[src/rtl/output_writeback_controller.sv]
// Buffers the conv result stream in a small FIFO and writes it into the output
// feature BRAM in raster order, pulsing o_done at the end of each channel group.
module output_writeback_controller #(
    parameter int DATA_WIDTH                = 32,
    parameter int OUTPUT_BRAM_DEPTH         = 224*224,
    parameter int OUTPUT_BRAM_ADDRESS_WIDTH = $clog2(OUTPUT_BRAM_DEPTH),
    parameter int OUTPUT_ROW_WIDTH          = 6,
    parameter int OUTPUT_COL_WIDTH          = 6,
    parameter int OUTPUT_CHANNEL_WIDTH      = 8,
    parameter int FIFO_DEPTH                = 8,
    parameter int TOTAL_WIDTH               = OUTPUT_ROW_WIDTH + OUTPUT_COL_WIDTH + OUTPUT_CHANNEL_WIDTH + 1
) (
    input  logic                                 i_clock,
    input  logic                                 i_reset,
    input  logic                                 i_start,
    input  logic [OUTPUT_ROW_WIDTH-1:0]          i_output_row,
    input  logic [OUTPUT_COL_WIDTH-1:0]          i_output_col,
    input  logic [OUTPUT_CHANNEL_WIDTH-1:0]      i_channel_start,
    input  logic [OUTPUT_CHANNEL_WIDTH-1:0]      i_channel_end,
    input  logic                                 i_result_valid,
    input  logic [DATA_WIDTH-1:0]                i_result_data,
    output logic                                 o_result_ready,
    input  logic                                 i_bram_busy,
    output logic                                 o_bram_wenable,
    output logic [OUTPUT_BRAM_ADDRESS_WIDTH-1:0] o_bram_waddress,
    output logic [DATA_WIDTH-1:0]                o_bram_wdata,
    output logic                                 o_fifo_full,
    output logic                                 o_fifo_empty,
    output logic [$clog2(FIFO_DEPTH):0]          o_element_count,
    output logic                                 o_busy,
    output logic                                 o_done,
    output logic                                 o_range_error
);

    localparam int PW     = $clog2(FIFO_DEPTH);
    localparam int RC_W   = OUTPUT_ROW_WIDTH + OUTPUT_COL_WIDTH;
    localparam int BASE_W = RC_W + OUTPUT_CHANNEL_WIDTH;
    localparam int SUM_W  = ((BASE_W > TOTAL_WIDTH) ? BASE_W : TOTAL_WIDTH) + 1;
    localparam int AW     = OUTPUT_BRAM_ADDRESS_WIDTH;

    typedef enum logic [2:0] {IDLE, LOAD, RUN, DRAIN, DONE} state_t;
    state_t state, state_next;

    logic [OUTPUT_ROW_WIDTH-1:0]     row_q;
    logic [OUTPUT_COL_WIDTH-1:0]     col_q;
    logic [OUTPUT_CHANNEL_WIDTH-1:0] ch_start_q, ch_end_q;
    logic [TOTAL_WIDTH-1:0]          total_q, accepted, written;
    logic [AW-1:0]                   wr_addr;

    logic [DATA_WIDTH-1:0] mem [FIFO_DEPTH];
    logic [PW-1:0]         wr_ptr, rd_ptr;
    logic [PW:0]           count;

    // Job geometry, widened so no product or sum can overflow before the range check
    logic [RC_W-1:0]                 rc;
    logic [OUTPUT_CHANNEL_WIDTH:0]   ch_span;
    logic [TOTAL_WIDTH-1:0]          total_calc;
    logic [BASE_W-1:0]               base_calc;
    logic [SUM_W-1:0]                end_calc;
    logic                            zero_job, over_range;

    assign rc         = RC_W'(row_q) * RC_W'(col_q);
    assign ch_span    = {1'b0, ch_end_q} - {1'b0, ch_start_q} + (OUTPUT_CHANNEL_WIDTH+1)'(1);
    assign total_calc = TOTAL_WIDTH'(rc) * TOTAL_WIDTH'(ch_span);
    assign base_calc  = BASE_W'(ch_start_q) * BASE_W'(rc);
    assign end_calc   = SUM_W'(base_calc) + SUM_W'(total_calc);
    assign zero_job   = (row_q == '0) || (col_q == '0) || (ch_end_q < ch_start_q);
    assign over_range = end_calc > SUM_W'(OUTPUT_BRAM_DEPTH);

    logic push, pop, last_push;

    assign o_fifo_full     = (count == (PW+1)'(FIFO_DEPTH));
    assign o_fifo_empty    = (count == '0);
    assign o_element_count = count;
    assign push            = i_result_valid && o_result_ready;
    assign pop             = ((state == RUN) || (state == DRAIN)) && !o_fifo_empty && !i_bram_busy;
    assign last_push       = push && ((accepted + TOTAL_WIDTH'(1)) == total_q);

    always_comb begin
        state_next     = state;
        o_result_ready = 1'b0;
        o_busy         = (state != IDLE);
        o_done         = 1'b0;
        case (state)
            IDLE:    if (i_start) state_next = LOAD;
            LOAD:    state_next = (zero_job || over_range) ? DONE : RUN;
            RUN: begin
                o_result_ready = !o_fifo_full;
                if (last_push) state_next = DRAIN;
            end
            DRAIN:   if ((written == total_q) && o_fifo_empty) state_next = DONE;
            DONE: begin
                o_done     = 1'b1;
                state_next = IDLE;
            end
            default: state_next = IDLE;
        endcase
    end

    // FIFO storage needs no reset; occupancy is tracked by the pointers and count
    always_ff @(posedge i_clock) begin
        if (push) mem[wr_ptr] <= i_result_data;
    end

    always_ff @(posedge i_clock or posedge i_reset) begin
        if (i_reset) begin
            state           <= IDLE;
            row_q           <= '0;
            col_q           <= '0;
            ch_start_q      <= '0;
            ch_end_q        <= '0;
            total_q         <= '0;
            accepted        <= '0;
            written         <= '0;
            wr_addr         <= '0;
            wr_ptr          <= '0;
            rd_ptr          <= '0;
            count           <= '0;
            o_range_error   <= 1'b0;
            o_bram_wenable  <= 1'b0;
            o_bram_waddress <= '0;
            o_bram_wdata    <= '0;
        end else begin
            state          <= state_next;
            o_bram_wenable <= pop;
            if ((state == IDLE) && i_start) begin
                row_q         <= i_output_row;
                col_q         <= i_output_col;
                ch_start_q    <= i_channel_start;
                ch_end_q      <= i_channel_end;
                o_range_error <= 1'b0;
            end
            if (state == LOAD) begin
                total_q  <= total_calc;
                wr_addr  <= AW'(base_calc);
                accepted <= '0;
                written  <= '0;
                if (!zero_job && over_range) o_range_error <= 1'b1;
            end
            if (push) begin
                wr_ptr   <= wr_ptr + PW'(1);
                accepted <= accepted + TOTAL_WIDTH'(1);
            end
            if (pop) begin
                rd_ptr          <= rd_ptr + PW'(1);
                wr_addr         <= wr_addr + AW'(1);
                written         <= written + TOTAL_WIDTH'(1);
                o_bram_waddress <= wr_addr;
                o_bram_wdata    <= mem[rd_ptr];
            end
            case ({push, pop})
                2'b10:   count <= count + (PW+1)'(1);
                2'b01:   count <= count - (PW+1)'(1);
                default: ;
            endcase
        end
    end

endmodule

[config.mk]
export PLATFORM = sky130hd
export DESIGN_NAME = output_writeback_controller
export DESIGN_NICKNAME = d
export VERILOG_FILES = /design/src/rtl/output_writeback_controller.sv
export SDC_FILE = /design/constraint.sdc
export NUM_CORES = 1
export LEC_CHECK = 0
export CAP_MARGIN = 10
export CORE_AREA = 4 4 235 237
export CTS_BUF_LIST = sky130_fd_sc_hd__clkbuf_2
export CTS_CLUSTER_DIAMETER = 50
export DETAILED_ROUTE_END_ITERATION = 8
export DIE_AREA = 0 0 239 241
export GPL_ROUTABILITY_DRIVEN = 0
export PLACE_DENSITY = 0.68
export SYNTH_ARGS = -nofsm -noshare
export SYNTH_HDL_FRONTEND = slang
export SYNTH_SLANG_ARGS = --single-unit
[constraint.sdc]
create_clock -name i_clock -period 18.7 [get_ports i_clock]
set_input_delay 3.74 -clock i_clock [delete_from_list [all_inputs] [get_ports i_clock]]
set_output_delay 3.74 -clock i_clock [all_outputs]
set_load 0.1 [all_outputs]
==> metrics.txt <==
run status=complete, no violations; arrival time of the worst setup path=11.07 ns; clk sink count=426; Final Routed Wirelength=63200 um; Synth async-reset ratio=39.91%; worst-margin pin slew=1.135 ns; skew final=0.1261 ns; Initial Utilization=49.59%; slew margin rel.=24.09%; Fin. Hold Viols=0; share of layout cells above drive strength 1=12.51%; largest family of logic cells by synthesized area=adder cells; area leader, netlist=edfxtp_1; first-pass GRT wire length=101800 um; xor and xnor area share after synthesis=4.011%; worst hold path class=flop to flop; Max Cap Viol=0; crit share post-route=53.90%; Final ANT Viol Nets=0; final setup fails=0; largest net degree at the start of global routing=72; compound-cell area share of the yosys netlist=7.302%; Vias/cell=5.556; Post-CTS Setup Bufs=0; post-synthesis sequential area ratio=45.20%; TritonCTS buffer count=104; all-layer global routing usage=22.39%; root buf cell=clkbuf_2; antenna violations before repair=3; Syn Inst Count=2290; number of synthesis warnings=0; Max Root-Sink Buffers=3; post-CTS sizing=0; routed vias=18.04k; Max Slew Vio Count=0; residual DRC count=0; Die Span Y=241 um; Cell Area, Synth=26420 um^2; Clock Latency Late Sink=1.14 ns; Clk pin slew, worst setup/hold paths=0.09 ns; Yosys reg bits=426; synth unique cells=75; Primary FF master, synth=edfxtp_1; routed len/inst=19.46 um; slowest cell delay on critical path=0.70 ns; Die W=239 um; Synth Area in Simple Gates=12.15%; Post-Syn Area per Cell=11.54 um^2; drt first pass iters=5; syn_nets=2655; DR iter-0 viols=1104; Synth-to-Final Area Change=11.61%; CP max-delay cell=xor2_1; Post-synth EDFFs=256; fin nets=2828; die area=57600 um^2; H-tree levels=3; Synth area leaders=edfxtp_1 29%, dfrtp_1 16%, fa_1 12%; critical path required time=19.69 ns; Critical Path Fanout Max=13; FP Rows=85; cts hold-fix bufs=0; total core area=53280 um^2; vias in the first global route=18.92k; CTS tree=built; CP startpoint kind=flop; Post-Synth Adder-Cell Area=18.58%; # IOs=124; Synth top area share=29.10%; TNS Setup=0 ns; Period minus WS final=10.08 ns; HPWL Detailed=44020 um; CP Class=flop to flop; crit-path most repeated cell=fa_1; PortBufs=123; gr ovfl total=0; mux share of post-synthesis cell area=8.060%; Worst setup EP type=flop; RSZ-0062 raised after global routing=no; fmax=99.22 MHz
==> worst paths after layout <==
| check | cells after the start | end | startpoint | slack, ns |
|---|---|---|---|---|
| worst max-delay path | 30 | state[2] | row_q[0] | 8.62 |
| worst min-delay path | 2 | o_bram_waddress[7] | o_bram_waddress[7] | 0.48 |
| worst max register to register | 30 | state[2] | row_q[0] | 8.62 |
| worst min register to register | 2 | o_bram_waddress[7] | o_bram_waddress[7] | 0.48 |
| max in group asynchronous | 4 | written[6] | i_reset | 13.75 |
| min in group asynchronous | 2 | wr_addr[4] | i_reset | 3.08 |
==> flip-flops by register name (all words and copies together) (netlist names), 16 cells and up <==
signal	count
mem	256
o_bram_wdata	32
accepted	21
total_q	21
written	21
o_bram_waddress	16
wr_addr	16
==> cell families (layout without fill, tap and decap cells) <==
family                   after synthesis  count (layout)
flip-flops                           426             426
adder cells (fa/ha/maj)              300             300
AO/OA/AOI/OAI                        306             306
XOR/XNOR                             121             121
other                                  0               1
AND/OR/NAND/NOR                      679             679
buffers and inverters                328             588
multiplexers                         130             130
==> area by class of cell <==
| cell class | instances | area, um^2 |
|---|---|---|
| Fill cell | 4481 | 23790 |
| Multi-Input combinational cell | 1536 | 13300 |
| Sequential cell | 426 | 11950 |
| Timing Repair Buffer | 147 | 1411 |
| Inverter | 248 | 938.4 |
| Tap cell | 696 | 870.8 |
| Clock buffer | 158 | 790.8 |
| Clock inverter | 35 | 227.7 |
| Antenna cell | 1 | 2.502 |
==> cell usage in the layout, fill, tap and decap left out, types with 7 or more instances in the layout <==
cell type,n
a211oi_1,11
a21o_1,20
a21oi_1,49
a31oi_1,9
and2_1,75
and3_1,22
buf_4,24
clkbuf_2,158
clkdlybuf4s50_1,123
clkinv_1,22
dfrtp_1,167
edfxtp_1,256
fa_1,154
ha_1,146
inv_1,245
mux2_2,22
mux2i_1,44
mux4_2,64
nand2_1,293
nand2b_1,24
nand3_1,62
nand4_1,16
nor2_1,110
nor2b_1,10
nor3_1,17
nor4_1,7
o2111ai_1,7
o211ai_1,13
o21a_1,7
o21ai_0,115
o21ai_1,9
o21bai_1,14
o31ai_1,12
xnor2_1,78
xor2_1,43
==> layer usage <==
metal	up-vias	share of wire (%)	global-route usage (%)
li1	8346	-	-
met1	8998	41	28.67
met2	548	49	37.55
met3	145	6.4	4.891
met4	2	3.5	8.902
met5	-	0.032	0
==> metrics by stage <==
stage | util (%) | setup slack, ns | hold slack [ns] | instance area, um^2 | std cells
floorplan | - | 8.772 | 0.4610 | 26420 | 2290
global route | 55.34 | 7.809 | 0.5247 | 29490 | 3247
finish | 55.34 | 8.621 | 0.4831 | 29490 | 3247
global placement | 53.43 | 8.938 | 0.4605 | 28470 | 3053
detailed placement | 53.43 | 8.681 | 0.4636 | 28470 | 3053
CTS | 55.34 | 8.680 | 0.4906 | 29490 | 3246
==> Yosys cell counts (7+ instances only) <==
master and number:
nand2_1 293, o31ai_1 12, o21a_1 7, a21o_1 20, a31oi_1 9, nor3b_1 7, buf_1 12, xnor2_1 78
o211ai_1 13, o21bai_1 14, and2_1 75, o21ai_1 9, o2111ai_1 7, nand3_1 62, xor2_1 43, edfxtp_1 256
inv_1 246, nor2b_1 10, dfrtp_1 170, ha_1 146, nor2_1 113, nand2b_1 24, nor4_1 8, nand4_1 16
clkbuf_1 63, fa_1 154, a211oi_1 11, mux2_2 22, mux4_2 64, mux2i_1 44, a21oi_1 49, nor3_1 19
and3_1 22, o21ai_0 115
==> critical path, delay by kind of cell (launching register included) <==
kind                       cells  cell delay, ns
xor gates and xnor gates       1            0.70
AOI/OAI and AO/OA             11            2.81
muxes                          1            0.18
buffers and inverters          2            0.08
and+or+nand+nor                5            0.92
DFF                            1            0.58
adders and majority gates     10            4.71
Power is left out: the tool's default activity adds up to more than one toggle a clock period on the data nets, which glitch-free logic cannot reach.
